## src/rtl/phy_pkg.sv

```systemverilog
// rtl/phy_pkg.sv - shared PHY lane symbols and lane state encoding
package phy_pkg;

  localparam logic [7:0] COM_SYMBOL  = 8'hBC;
  localparam logic [7:0] IDLE_SYMBOL = 8'h7C;
  localparam int         COM_COUNT_DEFAULT = 4;

  typedef enum logic {
    SYNC   = 1'b0,
    ACTIVE = 1'b1
  } lane_state_t;

endpackage

```

## src/rtl/paralelo_serial_lane.sv

```systemverilog
// rtl/paralelo_serial_lane.sv - per-lane MSB-first serializer with COM training burst
module paralelo_serial_lane
  import phy_pkg::*;
#(
  parameter int         COM_COUNT = COM_COUNT_DEFAULT,
  parameter logic [7:0] COM_BYTE  = COM_SYMBOL,
  parameter logic [7:0] IDLE_BYTE = IDLE_SYMBOL
) (
  input  logic       clk_8f,
  input  logic       reset,
  input  logic       valid_in,
  input  logic [7:0] data_in,
  output logic       data_out,
  output logic       byte_start,
  output logic       load_ack,
  output logic       sync_done
);

  localparam logic [3:0] COM_LAST = 4'(COM_COUNT - 1);

  lane_state_t state, state_next;
  logic [2:0]  bit_cnt;
  logic [3:0]  com_cnt, com_cnt_next;
  logic [7:0]  shift_reg;
  logic [7:0]  next_byte;
  logic        load;
  logic        load_ack_next;
  logic        sync_done_next;

  // Inputs are only looked at on the load edge, so data_in may wander mid-slot.
  assign load     = (bit_cnt == 3'd7);
  assign data_out = shift_reg[7];

  always_comb begin
    state_next     = state;
    com_cnt_next   = com_cnt;
    next_byte      = COM_BYTE;
    load_ack_next  = 1'b0;
    sync_done_next = sync_done;
    case (state)
      SYNC: begin
        next_byte = COM_BYTE;
        if (load) begin
          com_cnt_next = com_cnt + 4'd1;
          if (com_cnt == COM_LAST) begin
            state_next = ACTIVE;
          end
        end
      end
      ACTIVE: begin
        next_byte = valid_in ? data_in : IDLE_BYTE;
        if (load) begin
          load_ack_next  = valid_in;
          sync_done_next = 1'b1;
        end
      end
      default: begin
        state_next = SYNC;
      end
    endcase
  end

  always_ff @(posedge clk_8f or negedge reset) begin
    if (!reset) begin
      state      <= SYNC;
      bit_cnt    <= 3'd7;
      com_cnt    <= 4'd0;
      shift_reg  <= 8'h00;
      byte_start <= 1'b0;
      load_ack   <= 1'b0;
      sync_done  <= 1'b0;
    end else begin
      state      <= state_next;
      bit_cnt    <= bit_cnt + 3'd1;
      com_cnt    <= com_cnt_next;
      shift_reg  <= load ? next_byte : {shift_reg[6:0], 1'b0};
      byte_start <= load;
      load_ack   <= load_ack_next;
      sync_done  <= sync_done_next;
    end
  end

endmodule

```

## config.mk

```make
export PLATFORM = sky130hd
export DESIGN_NAME = paralelo_serial_lane
export DESIGN_NICKNAME = d
export VERILOG_FILES = /design/src/rtl/phy_pkg.sv /design/src/rtl/paralelo_serial_lane.sv
export SDC_FILE = /design/constraint.sdc
export NUM_CORES = 1
export LEC_CHECK = 0
export BUFFER_PORTS_ARGS = -buffer_cell sky130_fd_sc_hd__buf_2
export CAP_MARGIN = 20
export CORE_MARGIN = 8
export CORE_UTILIZATION = 54
export CTS_BUF_LIST = sky130_fd_sc_hd__clkbuf_16
export CTS_CLUSTER_DIAMETER = 120
export DETAILED_ROUTE_END_ITERATION = 8
export PLACE_DENSITY_LB_ADDON = 0.1
export SLEW_MARGIN = 10
export SYNTH_ARGS = -nofsm -noshare
export SYNTH_HDL_FRONTEND = slang
export SYNTH_SLANG_ARGS = --single-unit
```

## constraint.sdc

```tcl
create_clock -name clk_8f -period 3.58 [get_ports clk_8f]
set_clock_uncertainty 0.15 [all_clocks]
set_input_delay 0.537 -clock clk_8f [delete_from_list [all_inputs] [get_ports clk_8f]]
set_output_delay 0.537 -clock clk_8f [all_outputs]
set_load 0.02 [all_outputs]
```

### Word-level counts from Yosys, hierarchy flattened

Index checks and enable logic that the tools add are counted.
Widths: inputs -> output; s select.

| word-level totals | value |
|---|---|
| input bits | 11 |
| logic and storage cells | 22 |
| register bits | 19 |
| output and inout port bits | 4 |

| operators by class | value |
|---|---|
| reduce and logical (&&, ||, !) cells | 2 |
| eq/ne operators | 2 |
| mux-type cells | 8 |
| $add $sub $neg | 2 |
| bitwise operators | 1 |

Operators by type and width:

| kind | number |
|---|---|
| $mux 8 | 2 |
| $pmux 8 s2 | 1 |
| $mux 1 | 5 |
| $add 4x1->4 const B | 1 |
| $eq 4x2->1 const B | 1 |
| $reduce_and 2->1 | 2 |
| $add 3x1->3 const B | 1 |
| $eq 3x3->1 const B | 1 |
| $not 1->1 | 1 |

### Longest topological paths before layout

| depth | value |
|---|---|
| depth in word-level cells | 4 |
| mapped depth | 5 |
| mapped depth without buffers | 5 |

### Least setup slack after synthesis

OpenSTA, ideal clock, no wires.

| timing | value |
|---|---|
| path type | reg2reg |
| from | reg bit_cnt[0] |
| to | reg com_cnt[1] |
| cell stages (with the launch flop) | 5 |
| period minus slack after synthesis | 1.706 ns |
| data required time | 3.305 ns |
| data arrival time | 1.431 ns |
| slack | 1.874 ns |
| library setup time | 0.125 ns |
| cell sequence | dfstp_2 -> ha_1 -> ha_1 -> nor2b_4 -> mux2_2 |

| between the ends | value |
|---|---|
| cells in the longest elaborated chain, start to end | 2 |

RTL lines:

| what | line | source |
|---|---|---|
| from (decl) | paralelo_serial_lane.sv:22 | `logic [2:0] bit_cnt;` |
| from (signal assigned) | paralelo_serial_lane.sv:74 | `bit_cnt <= bit_cnt + 3'd1;` |
| $eq 3x3->1 | paralelo_serial_lane.sv:31 | `assign load = (bit_cnt == 3'd7);` |
| $reduce_and 2->1 (no line) | -- |  |
| to (signal assigned) | paralelo_serial_lane.sv:75 | `com_cnt <= com_cnt_next;` |
| to (decl) | paralelo_serial_lane.sv:23 | `logic [3:0] com_cnt, com_cnt_next;` |

No other way between the ends.
A chain may end at the register's enable or synchronous reset.

### Worst setup path in the final report

Ends and elaborated chain as after synthesis.

==> results.ini <==
[floorplan]
die_h_um=52.9
ios=15
die_w_um=52.9
core_area_um2=1280
die-area_um2=2790
num_rows=13
initial_core_util=0.571

[clock_network]
cts_tree=done
clk_latency_ns=0.25
post_cts_resized=0
clkTransAtPathRegs_ns=0.05
htree_levels=1
clk_path_buf_depth=2
cts_made_buffers=3
cts_root_buf=clkbuf_16
cts.sinks=19
post-cts-setup-buffer-count=0
hold_buffers=0

[sta]
clock.fmax_mhz=482
fin_crit_ns=2.08
worst_pin_slew_ns=0.531
hold_viol_final=0
min_period_over_period=0.580
setup_tns_ns=0
drv_slew=0
setup_viol=0
worst_slack_ns=1.50
slew_headroom=0.646
rsz0062_at_grt=no

[yosys]
synth-seq-cells=19
synth_warnings=0
yosysSeqAreaShare=0.654
yosysTopAreaCell=dfrtp_1
synth_area_um2=733
synthCells=60
syn_avg_cell_area_um2=12.2
synth_area_leaders=dfrtp_1 55%, dfstp_2 11%, ha_1 6.8%
syn-num-nets=75
yosysTopAreaCellShare=0.546
yosysUniqueCellTypes=21

[place]
dp_hpwl_um=929
place_ws_ns=1.53
dpl_cell_area_um2=817
io_buffers=14
gp_congestion=0.678
dp_cells=88

[worst_setup_path]
arrival_ns=2.06
crit_end=com_cnt[1]
reg2reg_from=bit_cnt[0]
r2r-end=com_cnt[1]
r2r_cells=4
critPathMaxFanout=16
required_ns=3.56
cp-startpoint=bit_cnt[0]
ff2ff_setup_slack_ns=1.50
end_kind=flip-flop
criticalPathCategory=flip-flop to flip-flop
startpoint_type=flip-flop

[global_route]
grt_pass1_vias=481
track_usage=0.109
grt_overflow=0
grt_pass1_wl_um=2210
grt_max_degree=20
antenna_found_initial=0

[routing]
vias_per_cell=5.22
drc=0
drtIter0Drc=6
wl_per_cell_um=13.9
drt_wl_total_um=1280
num_vias=480
dr.pass1.iters=3
ant_nets=0

[power]
powerDensity_nw_per_um2=513
p_leak_nw=0.457
irDropWorstVdd_v=0.000416

[cells_and_area]
area_growth_pct=22.4
fill_cells=96
nets=93
drive_gt1_frac=0.312
diodes=0
largest_register_ffs=8
final_cell_count_no_fill=92
final_cell_mix=16 x dfrtp_1, 14 x buf_2, 10 x nor2_1
design_area_um2=897
mostFrequentLayoutCell=dfrtp_1

[hold_path]
worstHoldPathType=primary input to asynchronous set/reset pin

[run_status]
status=finished clean

[flow_run]
maxCapViolCount=0

[area by class of cell]
cell class | instances | area [um^2] | share of cell area
inverters | 4 | 15.0 | 0.0167
multi-input cells | 36 | 234 | 0.261
well taps | 15 | 18.8 | 0.0209
clock buffers | 3 | 75.1 | 0.0837
repair buffers | 14 | 70.1 | 0.0781
flip-flops and latches | 19 | 479 | 0.534
clock inverters | 1 | 5.00 | 0.00558
[critical path: stages, from the launching register on]
cell and delay (ns):
dfstp_2 0.52, ha_1 0.16, ha_1 0.49, nor2b_4 0.29, mux2_2 0.34
[synth_stat cells]
cell type	instances
xnor2_1	2
o22ai_1	1
o21ai_0	1
inv_1	4
ha_1	4
nor2b_4	1
and3_1	1
buf_2	1
a21oi_1	4
mux2_2	1
nand2_1	4
dfrtp_1	16
xor2_1	1
a31oi_1	1
a21o_1	1
a31o_2	1
dfstp_2	3
o211ai_1	1
and2_1	1
nor2_1	10
nand4_1	1
[stage by stage]
| step | power, W | hold WS [ns] | util |
|---|---|---|---|
| after global placement | 0.000240 | 0.278 | 0.636 |
| after global routing | 0.000481 | 0.0984 | 0.698 |
| final | 0.000460 | 0.0596 | 0.698 |
| after CTS | 0.000467 | 0.0727 | 0.698 |
| after floorplan | 0.000229 | 0.0914 | - |
| after detailed placement | 0.000241 | 0.285 | 0.636 |
[cell families after synthesis]
kind of cell | after synthesis | share of synthesized area
flops | 19 | 0.654
simple gates | 18 | 0.116
compound gates | 10 | 0.0836
buf+inv | 5 | 0.0273
fa+ha+maj | 4 | 0.0683
xor+xnor | 3 | 0.0358
mux | 1 | 0.0154
[worst min path at each step]
stage | start | to | depth (start not counted)
4_1_cts | reset | com_cnt[2] | 1
6_report | reset | state | 1
5_1_grt | reset | load_ack | 1
3_5_place_dp | bit_cnt[0] | bit_cnt[0] | 1
3_3_place_gp | bit_cnt[0] | bit_cnt[0] | 1
2_1_floorplan | reset | byte_start | 0
[per-layer routing]
layer  global-route usage  part of all wire  up-vias
li1                     -                 -      232
met1                0.134              0.46      231
met2                0.145              0.45       13
met3               0.0588             0.067        4
met4               0.0647             0.021        0
met5                    0                 0        -
[report_power, final]
group | total (W) | switching [W] | internal [W]
Combinational | 0.0000164 | 0.00000997 | 0.00000647
Sequential | 0.000220 | 0.00000109 | 0.000219
Clock | 0.000224 | 0.0000741 | 0.000149
Note: power is estimated with default switching activity, not from simulation.
